`src/rtl/jac_uart_pkg.sv`:
```
// Shared state encodings, register addresses and helpers for the jacaranda-8 UART.
// Parity support is selected by the JAC_UART_PARITY_EN macro in the RTL files.
package jac_uart_pkg;

  typedef logic [2:0] uart_state_t;

  localparam uart_state_t ST_IDLE   = 3'd0;
  localparam uart_state_t ST_START  = 3'd1;
  localparam uart_state_t ST_DATA   = 3'd2;
  localparam uart_state_t ST_PARITY = 3'd3;
  localparam uart_state_t ST_STOP   = 3'd4;

  localparam logic [7:0] UART_CTRL = 8'd255;
  localparam logic [7:0] UART_STAT = 8'd254;
  localparam logic [7:0] UART_TXD  = 8'd253;
  localparam logic [7:0] UART_RXD  = 8'd252;

  // Even parity: the parity bit makes the total count of ones even.
  function automatic logic evenParity(input logic [7:0] b);
    return ^b;
  endfunction

endpackage

```
`src/rtl/jac_uart_rx.sv`:
```
// UART receiver: 2-flop synchroniser, falling-edge start detect and centre-sampling RX FSM.
// With JAC_UART_PARITY_EN defined an even-parity bit is checked between D7 and the stop bit.
module jac_uart_rx
  import jac_uart_pkg::*;
#(
  parameter int CLKS_PER_BIT = 868
) (
  input  logic       i_clk,
  input  logic       i_rstN,
  input  logic       i_rx,
  input  logic       i_rxEn,
  output logic       o_byteValid,
  output logic [7:0] o_byte
);

  localparam int            CW   = $clog2(CLKS_PER_BIT);
  localparam logic [CW-1:0] LAST = CW'(CLKS_PER_BIT - 1);
  localparam logic [CW-1:0] HALF = CW'(CLKS_PER_BIT / 2 - 1);

  logic          r_sync1;
  logic          r_sync2;
  logic          r_syncPrev;
  uart_state_t   r_state;
  logic [CW-1:0] r_cnt;
  logic [2:0]    r_bitIdx;
  logic [7:0]    r_shift;
`ifdef JAC_UART_PARITY_EN
  logic          r_parityOk;
`endif

  logic w_sample;
  logic w_fallEdge;
  logic w_frameOk;

  // Start bit is checked half a bit in; every later bit one full bit after that.
  always_comb begin
    w_sample = 1'b0;
    if (r_state == ST_START) begin
      w_sample = (r_cnt == HALF);
    end else begin
      w_sample = (r_cnt == LAST);
    end
  end

  assign w_fallEdge = r_syncPrev & ~r_sync2;

`ifdef JAC_UART_PARITY_EN
  assign w_frameOk = r_parityOk;
`else
  assign w_frameOk = 1'b1;
`endif

  assign o_byteValid = (r_state == ST_STOP) && w_sample && r_sync2 && i_rxEn && w_frameOk;
  assign o_byte      = r_shift;

  // Line idles high, so the synchroniser resets to 1 to avoid a false start edge.
  always_ff @(posedge i_clk or negedge i_rstN) begin
    if (!i_rstN) begin
      r_sync1    <= 1'b1;
      r_sync2    <= 1'b1;
      r_syncPrev <= 1'b1;
    end else begin
      r_sync1    <= i_rx;
      r_sync2    <= r_sync1;
      r_syncPrev <= r_sync2;
    end
  end

  always_ff @(posedge i_clk or negedge i_rstN) begin
    if (!i_rstN) begin
      r_state    <= ST_IDLE;
      r_cnt      <= '0;
      r_bitIdx   <= '0;
      r_shift    <= '0;
`ifdef JAC_UART_PARITY_EN
      r_parityOk <= 1'b0;
`endif
    end else if ((r_state != ST_IDLE) && !i_rxEn) begin
      r_state <= ST_IDLE;
      r_cnt   <= '0;
    end else if (r_state == ST_IDLE) begin
      r_cnt    <= '0;
      r_bitIdx <= '0;
      if (i_rxEn && w_fallEdge) begin
        r_state <= ST_START;
      end
    end else begin
      if (w_sample) begin
        r_cnt <= '0;
      end else begin
        r_cnt <= r_cnt + 1'b1;
      end
      if (w_sample) begin
        case (r_state)
          ST_START: begin
            if (r_sync2) begin
              r_state <= ST_IDLE;
            end else begin
              r_state <= ST_DATA;
            end
          end
          ST_DATA: begin
            r_shift  <= {r_sync2, r_shift[7:1]};
            r_bitIdx <= r_bitIdx + 3'd1;
            if (r_bitIdx == 3'd7) begin
`ifdef JAC_UART_PARITY_EN
              r_state <= ST_PARITY;
`else
              r_state <= ST_STOP;
`endif
            end
          end
`ifdef JAC_UART_PARITY_EN
          ST_PARITY: begin
            r_parityOk <= (r_sync2 == evenParity(r_shift));
            r_state    <= ST_STOP;
          end
`endif
          default: begin
            r_state <= ST_IDLE;
          end
        endcase
      end
    end
  end

endmodule

```
`src/rtl/jac_uart.sv`:
```
// Memory-mapped 8N1 UART for jacaranda-8: TX FSM, status flags, read-clear and the RX sub-module.
// Defining JAC_UART_PARITY_EN adds an even-parity bit to both directions.
module jac_uart
  import jac_uart_pkg::*;
#(
  parameter int CLKS_PER_BIT = 868
) (
  input  logic       wb_clk_i,
  input  logic       wb_rst_n,
  input  logic       tx_en,
  input  logic       rx_en,
  input  logic       begin_flag,
  input  logic [7:0] tx_data,
  input  logic [7:0] access_addr,
  input  logic       reg_w_en,
  input  logic       rx,
  output logic       tx,
  output logic [7:0] rx_data,
  output logic       busy_flag,
  output logic       receive_flag,
  output logic       int_req
);

  localparam int            CW   = $clog2(CLKS_PER_BIT);
  localparam logic [CW-1:0] LAST = CW'(CLKS_PER_BIT - 1);

  uart_state_t   r_txState;
  logic [CW-1:0] r_txCnt;
  logic [2:0]    r_txBitIdx;
  logic [7:0]    r_txShift;
  logic          r_tx;
`ifdef JAC_UART_PARITY_EN
  logic          r_txParity;
`endif
  logic [7:0]    r_rxData;
  logic          r_receiveFlag;
  logic          r_intReq;

  logic       w_txBitDone;
  logic       w_readClear;
  logic       w_rxValid;
  logic [7:0] w_rxByte;

  assign w_txBitDone = (r_txCnt == LAST);
  assign w_readClear = reg_w_en && (access_addr == UART_RXD);

  // tx is registered so the line level changes exactly on bit boundaries.
  always_ff @(posedge wb_clk_i or negedge wb_rst_n) begin
    if (!wb_rst_n) begin
      r_txState  <= ST_IDLE;
      r_txCnt    <= '0;
      r_txBitIdx <= '0;
      r_txShift  <= '0;
      r_tx       <= 1'b1;
`ifdef JAC_UART_PARITY_EN
      r_txParity <= 1'b0;
`endif
    end else if (r_txState == ST_IDLE) begin
      r_txCnt <= '0;
      if (begin_flag && tx_en) begin
        r_txShift  <= tx_data;
        r_txBitIdx <= '0;
        r_tx       <= 1'b0;
        r_txState  <= ST_START;
`ifdef JAC_UART_PARITY_EN
        r_txParity <= evenParity(tx_data);
`endif
      end
    end else begin
      if (w_txBitDone) begin
        r_txCnt <= '0;
      end else begin
        r_txCnt <= r_txCnt + 1'b1;
      end
      if (w_txBitDone) begin
        case (r_txState)
          ST_START: begin
            r_tx      <= r_txShift[0];
            r_txState <= ST_DATA;
          end
          ST_DATA: begin
            r_txShift  <= r_txShift >> 1;
            r_txBitIdx <= r_txBitIdx + 3'd1;
            if (r_txBitIdx == 3'd7) begin
`ifdef JAC_UART_PARITY_EN
              r_tx      <= r_txParity;
              r_txState <= ST_PARITY;
`else
              r_tx      <= 1'b1;
              r_txState <= ST_STOP;
`endif
            end else begin
              r_tx <= r_txShift[1];
            end
          end
`ifdef JAC_UART_PARITY_EN
          ST_PARITY: begin
            r_tx      <= 1'b1;
            r_txState <= ST_STOP;
          end
`endif
          default: begin
            r_tx      <= 1'b1;
            r_txState <= ST_IDLE;
          end
        endcase
      end
    end
  end

  jac_uart_rx #(
    .CLKS_PER_BIT(CLKS_PER_BIT)
  ) u_rx (
    .i_clk      (wb_clk_i),
    .i_rstN     (wb_rst_n),
    .i_rx       (rx),
    .i_rxEn     (rx_en),
    .o_byteValid(w_rxValid),
    .o_byte     (w_rxByte)
  );

  // A byte landing in the same cycle as a read-clear wins, leaving both flags set.
  always_ff @(posedge wb_clk_i or negedge wb_rst_n) begin
    if (!wb_rst_n) begin
      r_rxData      <= '0;
      r_receiveFlag <= 1'b0;
      r_intReq      <= 1'b0;
    end else begin
      if (w_rxValid) begin
        r_rxData      <= w_rxByte;
        r_receiveFlag <= 1'b1;
      end else if (w_readClear) begin
        r_receiveFlag <= 1'b0;
      end
      if (w_rxValid && rx_en) begin
        r_intReq <= 1'b1;
      end else if (w_readClear) begin
        r_intReq <= 1'b0;
      end
    end
  end

  assign tx           = r_tx;
  assign busy_flag    = (r_txState != ST_IDLE);
  assign rx_data      = r_rxData;
  assign receive_flag = r_receiveFlag;
  assign int_req      = r_intReq;

endmodule
```
`config.mk`:
```
export PLATFORM = sky130hd
export DESIGN_NAME = jac_uart
export DESIGN_NICKNAME = d
export VERILOG_FILES = /design/src/rtl/jac_uart_pkg.sv /design/src/rtl/jac_uart_rx.sv /design/src/rtl/jac_uart.sv
export SDC_FILE = /design/constraint.sdc
export NUM_CORES = 1
export LEC_CHECK = 0
export ABC_AREA = 1
export CAP_MARGIN = 25
export CELL_PAD_IN_SITES_DETAIL_PLACEMENT = 1
export CELL_PAD_IN_SITES_GLOBAL_PLACEMENT = 1
export CORE_ASPECT_RATIO = 0.75
export CORE_MARGIN = 2
export CORE_UTILIZATION = 41
export CTS_CLUSTER_DIAMETER = 80
export DETAILED_ROUTE_END_ITERATION = 8
export HOLD_SLACK_MARGIN = 0.12
export PLACE_DENSITY_LB_ADDON = 0.1
export RECOVER_POWER = 100
export SLEW_MARGIN = 15
export SYNTH_ARGS = -nofsm -noshare
export SYNTH_HDL_FRONTEND = slang
export SYNTH_HIERARCHICAL = 1
export SYNTH_SLANG_ARGS = --single-unit
```
`constraint.sdc`:
```
create_clock -name wb_clk_i -period 1.8 [get_ports wb_clk_i]
set_input_delay 0.27 -clock wb_clk_i [delete_from_list [all_inputs] [get_ports wb_clk_i]]
set_output_delay 0.27 -clock wb_clk_i [all_outputs]
set_load 0.02 [all_outputs]
```
==> metrics.md <==
| Metric | Value |
|---|---|
| Cell leakage power | `between 1.5 and 2 nW` |
| Max VDD drop | `between 500 and 600 uV` |
| Yosys reg bits | `62` |
| Layout cell share with drive strength beyond 1 | `9.09%` |
| Die Width | `106 um` |
| Post-Synthesis Cells | `410` |
| Unrepaired setup endpoints after global routing | `false` |
| Remaining DRCs | `0` |
| Core area | `7430 sq um` |
| Setup TNS | `0 ns` |
| Via density | `4.79` |
| Worst-Skew Late Latency | `around 0.34 ns` |
| Final hold slack | `0.365 ns` |
| Max-slew headroom | `43.6%` |
| Placed cell area | `3640 sq um` |
| Register area share after synthesis | `49.1%` |
| Vias in the first global route | `roughly 2.8k` |
| Num ports | `35` |
| Actual transition at the worst max-transition pin | `0.846 ns` |
| Largest net degree at the start of global routing | `63` |
| Clk root buf | `clkbuf_8` |
| Post-layout instance area | `3800 sq um` |
| Initial core utilization | `42.7%` |
| GP Congestion | `0.751` |
| Distinct cells, synth | `29` |
| Cell Area, Synth | `3170 sq um` |
| Detailed Place HPWL | `around 5500 um` |
| Max-Cap Viols | `0` |
| Drt total wl | `around 7400 um` |
| Post-synthesis compound-gate area fraction | `1.93%` |
| Clock Path Buffers | `2` |
| Cell Rows | `27` |
| Total GRT Usage | `19.7%` |
| Status | `finished, final reports clean` |
| Detailed Routing Iterations Pass 1 | `4` |
| PortBufs | `34` |
| CP endpoint kind | `output port` |
| FMAX | `578 MHz` |
| Crit-path max FO | `5` |
| Layout Skew | `0.00616 ns` |
| Syn nets | `439` |
| Hold Crit Class | `reg -> reg` |
| Fin crit share | `96.1%` |
| Ant diodes | `0` |
| Clk sinks | `62` |
| Initial antenna violation count | `0` |
| Vias | `about 2.7k` |
| H-tree levels | `3` |
| Non-Filler Instances | `563` |
| Simple-gate area share of the yosys netlist | `37.1%` |
| Commonest non-fill, non-tap cell in the layout | `nand2_1` |
| Commonest cells after routing, fill and taps aside | `nand2_1 (156), dfrtp_1 (58), inv_1 (51)` |
| CTS tree | `done` |
| GRT Residual Overflow | `0` |
| Post-synthesis mux area share | `0%` |
| Ys Warns | `6` |
| Die area | `8470 sq um` |
| Area delta synth->final | `19.9%` |
| Clock Pin Slew Worst Setup and Hold Paths | `around 0.07 ns` |
| Die Span Y | `80.2 um` |
| First-pass GRT wire length | `13200 um` |
| Placed Cells incl. Taps | `546` |
| Number of setup violations in the final report | `0` |
| Required time of the worst setup path | `1.53 ns` |
| TritonCTS Buffers | `9` |
| Power per cell area | `1270 nW/um^2` |
| Combinational family with the most area after synthesis | `simple AND/OR/NAND/NOR gates` |
| Final hold vios | `0` |
| Arr. time, crit path | `about 1.5 ns` |
| Slew Viols, Final | `0` |
| Drt initial violations | `90` |
| Fin nets | `486` |
| Routed len/inst | `about 13 um` |
| Min Tclk post-route | `1.73 ns` |
| Post-Synth Adder-Cell Area | `2.37%` |
| Xor/xnor cell area share of the yosys netlist | `0.828%` |
| ANT nets after route | `0` |
| Setup CP Type | `reg -> out` |
| Syn Area/Cell | `7.74 sq um` |
| Post-CTS Setup Bufs | `0` |
| Startpoint types | `register` |
[cell usage after synthesis]
cell | number | area [sq um]
inv_2 | 4 | 15.0
dfstp_2 | 4 | 105
a21oi_4 | 1 | 16.3
or2_2 | 1 | 6.26
nand3_2 | 2 | 20.0
nor2_2 | 2 | 12.5
nor3_1 | 8 | 40.0
dfrtp_1 | 58 | 1450
xor2_1 | 1 | 8.76
clkinv_1 | 1 | 3.75
buf_4 | 1 | 7.51
buf_2 | 2 | 10.0
ha_1 | 6 | 75.1
xnor2_1 | 2 | 17.5
nand3_1 | 34 | 170
nor2_1 | 41 | 154
nand2_2 | 5 | 31.3
o21ai_0 | 2 | 10.0
nor3_2 | 2 | 20.0
nand3_4 | 1 | 17.5
inv_1 | 49 | 184
nand4_1 | 11 | 68.8
nand2_1 | 153 | 574
a21oi_1 | 7 | 35.0
nor4_1 | 1 | 6.26
nor2_4 | 2 | 22.5
nand2_4 | 1 | 11.3
nand3b_1 | 3 | 22.5
buf_6 | 5 | 56.3
[worst max-delay path, cell delays in order (launching register included)]
cell and delay [ns]:
dfrtp_1 0.42, inv_1 0.17, nand2_1 0.17, dlygate4sd2_1 0.36
[power by group]
part           leakage [nW]  internal (mW)  total, mW  switching, mW
Clock                0.0996          0.714       1.25          0.539
Combinational          1.12          0.574       1.68           1.11
Sequential            0.782           1.65       1.88          0.235
[layer usage]
layer	GRT usage (%)	vias to the layer above	share of wire [%]
met1	27.2	1291	52
met3	4.22	10	2.3
met4	5.92	0	1.2
met2	31.4	24	44
met5	0	-	0
li1	-	1373	-
[state kept, by name, indices dropped and copies added (netlist names)]
signal           count
int_req              1
receive_flag         1
u_rx/r_state         3
tx                   1
u_rx/r_bitIdx        3
rx_data              8
r_txState            3
r_txBitIdx           3
u_rx/r_syncPrev      1
u_rx/r_sync1         1
u_rx/r_sync2         1
r_txShift            8
r_txCnt             10
u_rx/o_byte          8
u_rx/r_cnt          10
[through the flow]
step	worst slack, ns	power [mW]	utilization (%)
final	0.0694	4.82	51.2
after global placement	0.0436	3.56	49.0
after detailed placement	-0.00890	3.65	49.0
after floorplan	0.217	3.15	-
after CTS	0.0122	4.94	51.8
after global routing	0.0119	5.21	51.2
[final timing paths]
check / endpoint / slack [ns] / cells past startpoint / startpoint
worst min-delay path: u_rx/r_sync2$_DFF_PN1_ / 0.37 / 0 / u_rx/r_sync1$_DFF_PN1_
worst min register to register: u_rx/r_sync2$_DFF_PN1_ / 0.37 / 0 / u_rx/r_sync1$_DFF_PN1_
worst max register to register: r_txBitIdx[0]$_DFFE_PN0P_ / 0.13 / 8 / r_txCnt[0]$_DFF_PN0_
max in group asynchronous: u_rx/o_byte[2]$_DFFE_PN0P_ / 0.55 / 3 / wb_rst_n
worst max-delay path: busy_flag / 0.07 / 3 / r_txState[0]$_DFFE_PN0P_
min in group asynchronous: r_txShift[7]$_DFFE_PN0P_ / 0.67 / 3 / wb_rst_n
[logic make-up after synthesis]
group / count (synthesis)
adder cells (fa/ha/maj): 6
AND/OR/NAND/NOR: 267
buffers and inverters: 62
AO/OA/AOI/OAI: 10
flip-flops: 62
XOR/XNOR: 3
[cell type report]
type	instances	area, sq um
Sequential cell	62	1560
Timing Repair Buffer	44	395
Clock buffer	13	159
Multi-Input combinational cell	286	1320
Clock inverter	3	42.5
Fill cell	927	3630
Tap cell	101	126
Inverter	54	203
[timing repair]
action	in CTS	in global routing
cloned	0	0
hold buffers	1	0
endpoints found under the setup margin	8	10
endpoints found under the hold margin	58	0
pin swaps	0	0
gates resized for setup	2	2
(Power assumes the default switching activity.)
